<file path="src/rtl/register_bank.sv">
// register_bank: eight-entry register file storage stage.
// Define REGBANK_BYPASS_EN for write-through read forwarding.
module register_bank #(
  parameter int WIDTH = 32,
  parameter int CNT_W = 8
) (
  input  logic             clk,
  input  logic             reset_n,
  input  logic [7:0]       to_reg,
  input  logic [WIDTH-1:0] wData,
  input  logic [2:0]       rAddr0,
  input  logic [2:0]       rAddr1,
  output logic [WIDTH-1:0] rData0,
  output logic [WIDTH-1:0] rData1,
  output logic             err_multi,
  output logic [CNT_W-1:0] illegal_cnt
);

  logic [WIDTH-1:0] r_regs [8];
  logic [WIDTH-1:0] r_rd0;
  logic [WIDTH-1:0] r_rd1;
  logic             r_err;
  logic [CNT_W-1:0] r_cnt;

  logic             w_multi;
  logic             w_onehot;
  logic [WIDTH-1:0] w_rd0;
  logic [WIDTH-1:0] w_rd1;

  // x & (x-1) clears the lowest set bit; nonzero means 2+ bits
  assign w_multi  = |(to_reg & (to_reg - 8'd1));
  assign w_onehot = (|to_reg) & ~w_multi;

  // Read-port source select, with optional forwarding of wData
  always_comb begin
    w_rd0 = r_regs[rAddr0];
    w_rd1 = r_regs[rAddr1];
`ifdef REGBANK_BYPASS_EN
    if (w_onehot && to_reg[rAddr0]) w_rd0 = wData;
    if (w_onehot && to_reg[rAddr1]) w_rd1 = wData;
`else
`endif
  end

  // Register array: clear on reset, single-register write on one-hot
  always_ff @(posedge clk) begin
    if (!reset_n) begin
      for (int i = 0; i < 8; i++) r_regs[i] <= '0;
    end else if (w_onehot) begin
      for (int i = 0; i < 8; i++) begin
        if (to_reg[i]) r_regs[i] <= wData;
      end
    end
  end

  // Registered read ports
  always_ff @(posedge clk) begin
    if (!reset_n) begin
      r_rd0 <= '0;
      r_rd1 <= '0;
    end else begin
      r_rd0 <= w_rd0;
      r_rd1 <= w_rd1;
    end
  end

  // Sticky multi-hot flag and saturating event counter
  always_ff @(posedge clk) begin
    if (!reset_n) begin
      r_err <= 1'b0;
      r_cnt <= '0;
    end else if (w_multi) begin
      r_err <= 1'b1;
      if (r_cnt != '1) r_cnt <= r_cnt + 1'b1;
    end
  end

  assign rData0      = r_rd0;
  assign rData1      = r_rd1;
  assign err_multi   = r_err;
  assign illegal_cnt = r_cnt;

endmodule

</file>
<file path="config.mk">
export PLATFORM = sky130hd
export DESIGN_NAME = register_bank
export DESIGN_NICKNAME = d
export VERILOG_FILES = /design/src/rtl/register_bank.sv
export SDC_FILE = /design/constraint.sdc
export NUM_CORES = 1
export LEC_CHECK = 0
export CAP_MARGIN = 20
export CORE_UTILIZATION = 45
export CTS_CLUSTER_SIZE = 20
export DETAILED_ROUTE_END_ITERATION = 6
export GPL_TIMING_DRIVEN = 0
export PLACE_DENSITY_LB_ADDON = 0.08
export SLEW_MARGIN = 20
export SYNTH_ARGS = -nofsm -noshare
export SYNTH_HDL_FRONTEND = slang
export SYNTH_SLANG_ARGS = --single-unit
</file>
<file path="constraint.sdc">
create_clock -name clk -period 4.9 [get_ports clk]
set_input_delay 1.225 -clock clk [delete_from_list [all_inputs] [get_ports clk]]
set_output_delay 1.225 -clock clk [all_outputs]
set_load 0.02 [all_outputs]
</file>
==> results.json, run 1 <==
{
  "path_clk_slew_ns": 0.06,
  "area_growth_pct": 20.9,
  "yosysUniqueCellTypes": 38,
  "syn_avg_cell_area_sq_um": 15.0,
  "period_minus_slack_ns": 4.04,
  "drt-total-wl_mm": 37.6,
  "antenna_cells": 0,
  "clock_sinks": 329,
  "routedWlPerCell_um": 23.5,
  "first_pass_iters": 5,
  "antenna_found_initial": 0,
  "holdBufCountCts": 0,
  "final_nets": 1188,
  "path_cells": "clkdlybuf4s50_1, or4_4, a21oi_1, a21o_2, nand3_2, buf_2, nand2_2, buf_16",
  "tightest_slew_ns": 1.07,
  "syn_area_sq_mm": 0.0147,
  "vias_per_cell": 5.54,
  "skew_ns": 0.0241,
  "final_area_sq_mm": 0.0178,
  "ios": 121,
  "slew_headroom_pct": 29.0,
  "syn_inst": 980,
  "cts_made_buffers": 36,
  "cts_tree": "done",
  "ctsHtreeMaxLevel": 2,
  "clockBufferDepth": 3,
  "seq_area_frac_synth_pct": 62.3,
  "grt.total_usage_pct": 23.4,
  "multi_input_area_sq_mm": 0.00513,
  "synth_edf_count": 256,
  "power.total_w": 0.00672,
  "cts-root-buf": "clkbuf_16",
  "crit_slowest_cell": "or4_4",
  "grt_overflow_total": 0,
  "cap_viol_max_count": 0,
  "rsz0062_at_grt": "false",
  "dp_hpwl_mm": 24.5,
  "slew_viol_final": 0,
  "p_leak_nw": 6.35,
  "most-common-layout-cells": "265 x nor2_1, 256 x edfxtp_1, 128 x mux4_2",
  "post_cts_resized": 0,
  "cts_setup_buffers": 0,
  "fin_crit_sh_pct": 82.4,
  "die_w_um": 183,
  "end_kind": "flop",
  "synthArstFlopShare_pct": 0,
  "power_density_mw_per_mm2": 379,
  "worstPathRequired_ns": 5.11,
  "hold_class": "reg -> reg",
  "r2r_slack_ns": 3.12,
  "vias": 8875,
  "final_common_cell": "nor2_1",
  "portBuffers": 113,
  "setup_viol": 0,
  "synth_seq_cells": 329,
  "ys_warn_count": 0,
  "seq_area_sq_mm": 0.00915,
  "initial_core_util_pct": 46.2,
  "coreArea_sq_mm": 0.0318,
  "dieArea_sq_mm": 0.0334,
  "syn_nets": 1029,
  "die_h_um": 183,
  "cp.arrival_ns": 4.25,
  "status": "finished clean",
  "placed_cell_area_sq_mm": 0.0166,
  "ir_worst_vdd_v": 0.000310,
  "max_freq_ghz": 0.248,
  "path_class": "in -> reg",
  "drc": 0,
  "ys.flop_type": "edfxtp_1",
  "finalHoldViolations": 0,
  "grt_pass1_wl_mm": 56.2,
  "n_fill_cell": 2632,
  "gp_congestion": 0.751,
  "drt_iter0_drc": 852,
  "rows": 65,
  "worstPathMaxFanout": 19,
  "slowest_delay_ns": 0.60,
  "grt_pass1_vias": 9139,
  "clock_latency_ns": 0.52,
  "layout-drive-gt1-share_pct": 20.1,
  "cp-start-kind": "primary input",
  "ant_nets": 0,
  "grt_max_degree": 33
}
through the flow:
stage / utilization, % / hold WS [ns] / std cells / setup WS (ns) / setup TNS, ns
CTS: 55.8 / 0.483 / 1602 / 0.908 / 0
detailed placement: 52.2 / 0.470 / 1536 / 0.379 / 0
global route: 55.8 / 0.501 / 1602 / 0.733 / 0
global placement: 51.5 / 0.456 / 1528 / -3.25 / -149.37
floorplan: - / 0.555 / 980 / 0.273 / 0
finish: 55.8 / 0.476 / 1602 / 0.863 / 0
layout make-up:
cell class	instances	area share, %
plain buffers	66	1.80
clock buffers	51	5.74
clock inverters	15	0.705
inverters	35	0.740
multi-input cells	550	28.9
flip-flops and latches	329	51.5
well taps	435	3.06
repair buffers	121	7.57
power breakdown:
part	total (W)	internal, W	switching, W
combinational	0.000813	0.000391	0.000422
clock	0.00263	0.00156	0.00107
sequential	0.00328	0.00320	0.0000759
cells in the mapped netlist (2+ instances only):
cell,instances,area share [%]
a211oi_1,2,0.10
a21oi_1,5,0.17
buf_1,6,0.15
buf_2,21,0.72
buf_6,6,0.46
clkbuf_1,33,0.84
dfxtp_1,73,9.9
edfxtp_1,256,52
inv_1,34,0.87
mux2i_1,64,4.4
mux4_2,128,20
nand2_1,43,1.1
nand3_1,4,0.14
nand3_2,4,0.27
nand3_4,2,0.24
nand4_1,2,0.085
nor2_1,265,6.8
nor3_1,5,0.17
o21ai_0,3,0.10
o31ai_1,2,0.10
or3_1,2,0.085
or4_1,2,0.10
xor2_1,3,0.18
cells by family after synthesis:
| family | count (synthesis) | share of synthesized area (%) |
|---|---|---|
| flops | 329 | 62.3 |
| xor+xnor | 3 | 0.179 |
| buf+inv | 101 | 3.07 |
| simple gates | 336 | 9.38 |
| compound gates | 17 | 0.937 |
| mux | 193 | 24.1 |
| fa+ha+maj | 1 | 0.0852 |
metal layers:
| metal | wire, um | up-vias | GRT usage [%] |
|---|---|---|---|
| met1 | 15700 | 4539 | 31.3 |
| li1 | - | 3992 | - |
| met2 | 18900 | 287 | 40.0 |
| met4 | 867 | 0 | 6.39 |
| met3 | 2120 | 57 | 3.29 |
| met5 | 0 | - | 0 |
critical path: cells and delay by family:
kind	cells	cell delay, ns
buf+inv	3	1.14
compound gates	2	0.41
simple gates	3	1.46
registers in the layout, indices dropped and copies added, names as in the netlist:
name,cells
rData0,32
illegal_cnt,8
r_regs,256
err_multi,1
rData1,32
final timing paths:
kind,from,endpoint,cells past startpoint
worst min register to register,err_multi$_SDFFE_PN0P_,err_multi$_SDFFE_PN0P_,2
worst min-delay path,err_multi$_SDFFE_PN0P_,err_multi$_SDFFE_PN0P_,2
worst max register to register,illegal_cnt[0]$_SDFFE_PN0P_,illegal_cnt[7]$_SDFFE_PN0P_,6
worst max-delay path,to_reg[3],r_regs[5][18]$_SDFFCE_PN0P_,8
Note: power is estimated with default switching activity, not from simulation.
==> run 2: changes to the inputs <==
clock period = 3.79 ns   (was 4.9 ns; I/O delays follow)
==> run 2 against run 1 <==
First-iteration DRC count decreased by 7.2%. Non-clock buffer count is 1 lower. Flip-flop and latch count unchanged. Clock-buffer cell count is 2 higher. Setup slack got worse by 0.69 ns. Clock power grew 33%. Core utilization about the same. Worst hold slack improved by 0.0060 ns. Design area about the same. Via count up 0.28%. Critical endpoint is now r_regs[1][5]$_SDFFCE_PN0P_. Highest routed layer unchanged.
==> results.json, run 2 (same netlist as run 1, synthesis figures left out) <==
{
  "rows": 65,
  "final_common_cell": "nor2_1",
  "area_growth_pct": 20.9,
  "grt.total_usage_pct": 23.6,
  "slew_headroom_pct": 31.2,
  "reg2reg_to": "illegal_cnt[7]$_SDFFE_PN0P_",
  "min-delay-start": "err_multi$_SDFFE_PN0P_",
  "drt-total-wl_mm": 37.8,
  "most-common-layout-cells": "265 x nor2_1, 256 x edfxtp_1, 128 x mux4_2",
  "dp_hpwl_mm": 24.2,
  "gp_congestion": 0.727,
  "worstPathMaxFanout": 19,
  "routed-wl-met3_mm": 2.27,
  "die_w_um": 183,
  "place_ws_ns": -0.351,
  "power_density_mw_per_mm2": 495,
  "antenna_found_initial": 0,
  "hold_class": "reg -> reg",
  "post_cts_resized": 0,
  "status": "finished clean",
  "cts_made_buffers": 37,
  "grt_max_degree": 33,
  "grt_overflow_total": 0,
  "final_nets": 1188,
  "r2r_start": "illegal_cnt[0]$_SDFFE_PN0P_",
  "finalHoldViolations": 0,
  "worstHoldPathCells": 2,
  "rsz0062_at_grt": "false",
  "path_clk_slew_ns": 0.05,
  "portBuffers": 113,
  "dr_wl_met2_mm": 18.3,
  "worst_slack_ns": 0.173,
  "layout-drive-gt1-share_pct": 20.1,
  "cp-startpoint": "to_reg[3]",
  "skew_ns": 0.00915,
  "path_class": "in -> reg",
  "period_minus_slack_ns": 3.62,
  "regMostFlops": "r_regs",
  "r2r_slack_ns": 2.02,
  "end_kind": "flop",
  "cts_tree": "done",
  "ios": 121,
  "clock_sinks": 329,
  "setup_viol": 0,
  "vias": 8900,
  "max_freq_ghz": 0.276,
  "initial_core_util_pct": 46.2,
  "ctsHtreeMaxLevel": 2,
  "fin_crit_sh_pct": 95.4,
  "die_h_um": 183,
  "clock_latency_ns": 0.50,
  "fin_util_pct": 55.9,
  "drc": 0,
  "clockBufferDepth": 3,
  "holdBufCountCts": 0,
  "ir_worst_vdd_v": 0.000288,
  "cap_viol_max_count": 0,
  "grt_pass1_vias": 8962,
  "cts_setup_buffers": 0,
  "worst_r2r_path_depth": 6,
  "antenna_cells": 0,
  "vias_per_cell": 5.56,
  "drt_iter0_drc": 791,
  "dieArea_sq_mm": 0.0334,
  "slew_viol_final": 0,
  "routedWlPerCell_um": 23.6,
  "grt_pass1_wl_mm": 56.1,
  "cp-start-kind": "primary input",
  "worstPathRequired_ns": 3.99,
  "first_pass_iters": 5,
  "largest_reg_flops": 256,
  "coreArea_sq_mm": 0.0318,
  "p_leak_nw": 6.35,
  "cts-root-buf": "clkbuf_16",
  "cp.arrival_ns": 3.82,
  "top_layer_used": "met4",
  "tightest_slew_ns": 1.03,
  "hold_end": "err_multi$_SDFFE_PN0P_",
  "ant_nets": 0,
  "m1WireLength_mm": 16.3
}
[run 2: changes by cell type in the layout (fill, tap and decap cells not counted), sizes merged]
| cell | before | now |
|---|---|---|
| clkbuf | 84 | 86 |
| bufinv | 2 | 3 |
| clkinv | 11 | 8 |
| clkinvlp | 0 | 1 |
| buf | 41 | 40 |
| inv | 37 | 35 |
[run 2: where the power goes]
group | internal [W] | total [W] | switching [W] | leakage (nW)
logic | 0.000502 | 0.00104 | 0.000543 | 2.72
registers | 0.00414 | 0.00424 | 0.0000998 | 3.05
clock network | 0.00212 | 0.00350 | 0.00139 | 0.575
total | 0.00676 | 0.00879 | 0.00203 | 6.35
[run 2: stage by stage]
stage / total power [W] / hold WS, ns / setup TNS (ns) / area, sq um / cells
2_1_floorplan: 0.00493 / 0.555 / 0 / 14700 / 980
3_3_place_gp: 0.00534 / 0.469 / -283.50 / 16400 / 1528
3_5_place_dp: 0.00538 / 0.483 / -33.36 / 16600 / 1535
4_1_cts: 0.00885 / 0.496 / 0 / 17800 / 1600
5_1_grt: 0.00907 / 0.523 / 0 / 17800 / 1600
6_report: 0.00879 / 0.482 / 0 / 17800 / 1600
[run 2: final cells by class]
type / count / area [sq um]
repair buffers: 120 / 1310
well taps: 435 / 544
fillers: 2606 / 14000
multi-input cells: 550 / 5130
clock buffers: 53 / 1050
clock inverters: 12 / 133
inverters: 35 / 131
flip-flops and latches: 329 / 9150
plain buffers: 66 / 319
[run 2: critical path, cell delays in order]
cell and delay [ns]:
clkdlybuf4s50_1 0.53, or4_4 0.60, a21oi_1 0.16, a21o_2 0.24, nand3_2 0.24, buf_2 0.31, nand2_2 0.53, buf_16 0.24
[run 2: worst max-delay path by stage]
stage | endpoint | slack (ns)
finish | r_regs[1][5]$_SDFFCE_PN0P_ | 0.17
global route | r_regs[1][5]$_SDFFCE_PN0P_ | 0.05
CTS | r_regs[1][5]$_SDFFCE_PN0P_ | 0.17
detailed placement | r_regs[1][11]$_SDFFCE_PN0P_ | -0.35
global placement | r_regs[6][16]$_DFFE_PP_ | -2.21
floorplan | r_regs[6][0]$_DFFE_PP_ | 0.31
[run 2: routing by layer]
| layer | up-vias | global-route usage (%) |
|---|---|---|
| li1 | 3984 | - |
| met1 | 4529 | 32.8 |
| met2 | 322 | 38.9 |
| met3 | 65 | 3.51 |
| met4 | 0 | 6.15 |
| met5 | - | 0 |
==> run 3: changes to the inputs <==
ABC_AREA = 1   (was unset)
==> run 3 against run 2 <==
Synthesized area up 3.5%. Die area up 3.5%. Sequential share of layout area down 1.4 points. Wire length up 31%. Largest power group unchanged. Non-clock buffer count up 64.
==> results.json, run 3 <==
{
  "gp_congestion": 0.868,
  "placed_cell_area_sq_mm": 0.0172,
  "skew_ns": 0.0145,
  "ys_warn_count": 0,
  "grt_max_degree": 26,
  "max_freq_ghz": 0.288,
  "cap_viol_max_count": 0,
  "synth.area.top_cells": "edfxtp_1 51%, dfxtp_1 9.6%, nor2_1 6.5%",
  "r2r_slack_ns": 1.86,
  "first_pass_iters": 5,
  "die_w_um": 186,
  "critPathBufInv": 4,
  "cts_made_buffers": 36,
  "rsz0062_at_grt": "false",
  "power_density_mw_per_mm2": 473,
  "die_h_um": 186,
  "drt_iter0_drc": 1365,
  "grt.total_usage_pct": 28.7,
  "grt_overflow_total": 0,
  "seq_area_frac_synth_pct": 60.1,
  "cp-endpoint": "r_regs[1][19]$_SDFFCE_PN0P_",
  "slowest_delay_ns": 0.69,
  "layout-drive-gt1-share_pct": 6.19,
  "ir_worst_vdd_v": 0.000360,
  "clock_latency_ns": 0.53,
  "cp_top_family": "buffers and inverters",
  "cts_setup_buffers": 0,
  "syn_nets": 1653,
  "clock_sinks": 329,
  "initial_core_util_pct": 46.3,
  "vias": 12979,
  "path_clk_slew_ns": 0.06,
  "rows": 66,
  "routedWlPerCell_um": 22.1,
  "p_leak_nw": 6.66,
  "finalHoldViolations": 0,
  "worstPathMaxFanout": 17,
  "slew_viol_final": 0,
  "end_kind": "flop",
  "ys.flop_type": "edfxtp_1",
  "portBuffers": 115,
  "coreArea_sq_mm": 0.0329,
  "ant_nets": 0,
  "grt_pass1_vias": 12274,
  "grt_pass1_wl_mm": 72.3,
  "tightest_slew_ns": 0.934,
  "syn_avg_cell_area_sq_um": 9.48,
  "worst_r2r_path_depth": 8,
  "final_common_cell": "nor2_1",
  "cp-start-kind": "primary input",
  "synth_most_common_cell": "nor2_1",
  "antenna_found_initial": 1,
  "post_cts_resized": 0,
  "largest_reg_flops": 256,
  "cp-startpoint": "reset_n",
  "cp.arrival_ns": 3.74,
  "final_area_sq_mm": 0.0183,
  "vias_per_cell": 5.81,
  "cts-root-buf": "clkbuf_16",
  "syn_area_sq_mm": 0.0152,
  "ctsHtreeMaxLevel": 2,
  "path_cells": "clkbuf_1, clkbuf_1, clkbuf_1, nand2_2, buf_16",
  "dp_hpwl_mm": 34.1,
  "synth_edf_count": 256,
  "synthArstFlopShare_pct": 0,
  "clockBufferDepth": 3,
  "final_nets": 1814,
  "n_fill_cell": 2958,
  "path_class": "in -> reg",
  "yosysUniqueCellTypes": 27,
  "antenna_cells": 0,
  "setup_viol": 0,
  "hold_class": "reg -> reg",
  "synth_top_area_cell": "edfxtp_1",
  "area_growth_pct": 20.1,
  "r2r_start": "illegal_cnt[0]$_SDFFE_PN0P_",
  "synth.top_cell.area_share_pct": 50.5,
  "regMostFlops": "r_regs",
  "synth_seq_cells": 329,
  "yosys-top-cells-count": "265 x nor2_1, 256 x edfxtp_1, 187 x o21ai_1",
  "dp.cells": 2169,
  "ios": 121,
  "worstPathRequired_ns": 4.06,
  "holdBufCountCts": 0,
  "dieArea_sq_mm": 0.0345,
  "cp.depth": 5,
  "drt-total-wl_mm": 49.4,
  "crit_slowest_cell": "clkbuf_1",
  "most-common-layout-cells": "265 x nor2_1, 256 x edfxtp_1, 185 x o21ai_1",
  "stdcell_count": 2235,
  "reg2reg_to": "illegal_cnt[3]$_SDFFE_PN0P_",
  "path_common_cell": "clkbuf_1",
  "syn_inst": 1604,
  "period_minus_slack_ns": 3.47,
  "cts_tree": "done",
  "status": "finished clean",
  "drc": 0,
  "fin_crit_sh_pct": 91.6,
  "slew_headroom_pct": 37.7
}
## run 3: area by class of cell
| type | count | area, sq um | area share [%] |
|---|---|---|---|
| buffer | 127 | 627 | 3.43 |
| clock buffer | 47 | 995 | 5.45 |
| clock inverter | 19 | 101 | 0.555 |
| inverter | 141 | 532 | 2.91 |
| multi-input combinational | 1007 | 4940 | 27.1 |
| sequential | 329 | 9150 | 50.1 |
| tap | 442 | 553 | 3.03 |
| timing repair buffer | 123 | 1360 | 7.47 |
## run 3: layer usage
| layer | up-vias | track usage, % | part of all wire, % |
|---|---|---|---|
| met3 | 112 | 5.17 | 9.7 |
| met2 | 724 | 45.6 | 46 |
| li1 | 5926 | - | - |
| met4 | 2 | 10.8 | 3.1 |
| met5 | - | 0 | 0.028 |
| met1 | 6215 | 39.1 | 41 |
## run 3: how the worst min path moves through the flow
stage                                      from                     endpoint  cells after the start
detailed placement       err_multi$_SDFFE_PN0P_       err_multi$_SDFFE_PN0P_                      2
CTS                      err_multi$_SDFFE_PN0P_       err_multi$_SDFFE_PN0P_                      2
global placement         err_multi$_SDFFE_PN0P_       err_multi$_SDFFE_PN0P_                      2
finish                   err_multi$_SDFFE_PN0P_       err_multi$_SDFFE_PN0P_                      2
floorplan           r_regs[0][31]$_SDFFCE_PN0P_        rData0[31]$_SDFF_PN0_                      2
global route        illegal_cnt[1]$_SDFFE_PN0P_  illegal_cnt[1]$_SDFFE_PN0P_                      2
## run 3: power by group
part / total, W / switching [W] / internal [W]
combinational: 0.00109 / 0.000725 / 0.000368
sequential: 0.00422 / 0.0000869 / 0.00413
clock: 0.00333 / 0.00146 / 0.00186
## run 3: logic make-up after synthesis
| logic type | after synthesis | share of synthesized area [%] |
|---|---|---|
| xor gates and xnor gates | 4 | 0.230 |
| adders and majority gates | 1 | 0.0822 |
| and+or+nand+nor | 412 | 10.9 |
| DFF | 329 | 60.1 |
| AOI/OAI and AO/OA | 590 | 21.0 |
| buffers and inverters | 268 | 7.62 |
## run 3: tightest hold or removal path: stages (launching register included)
cell and delay, ns:
dfxtp_1 0.33, o21ai_1 0.07, inv_1 0.05
## run 3: per-stage QoR
stage	setup slack, ns	utilization (%)	power (W)	hold slack, ns	setup TNS (ns)
detailed placement	-0.136	52.2	0.00537	0.457	-8.73
CTS	0.390	55.6	0.00863	0.477	0
finish	0.318	55.6	0.00864	0.473	0
global placement	-1.87	51.5	0.00532	0.453	-235.53
floorplan	0.199	-	0.00487	0.537	0
global route	0.263	55.6	0.00889	0.528	0
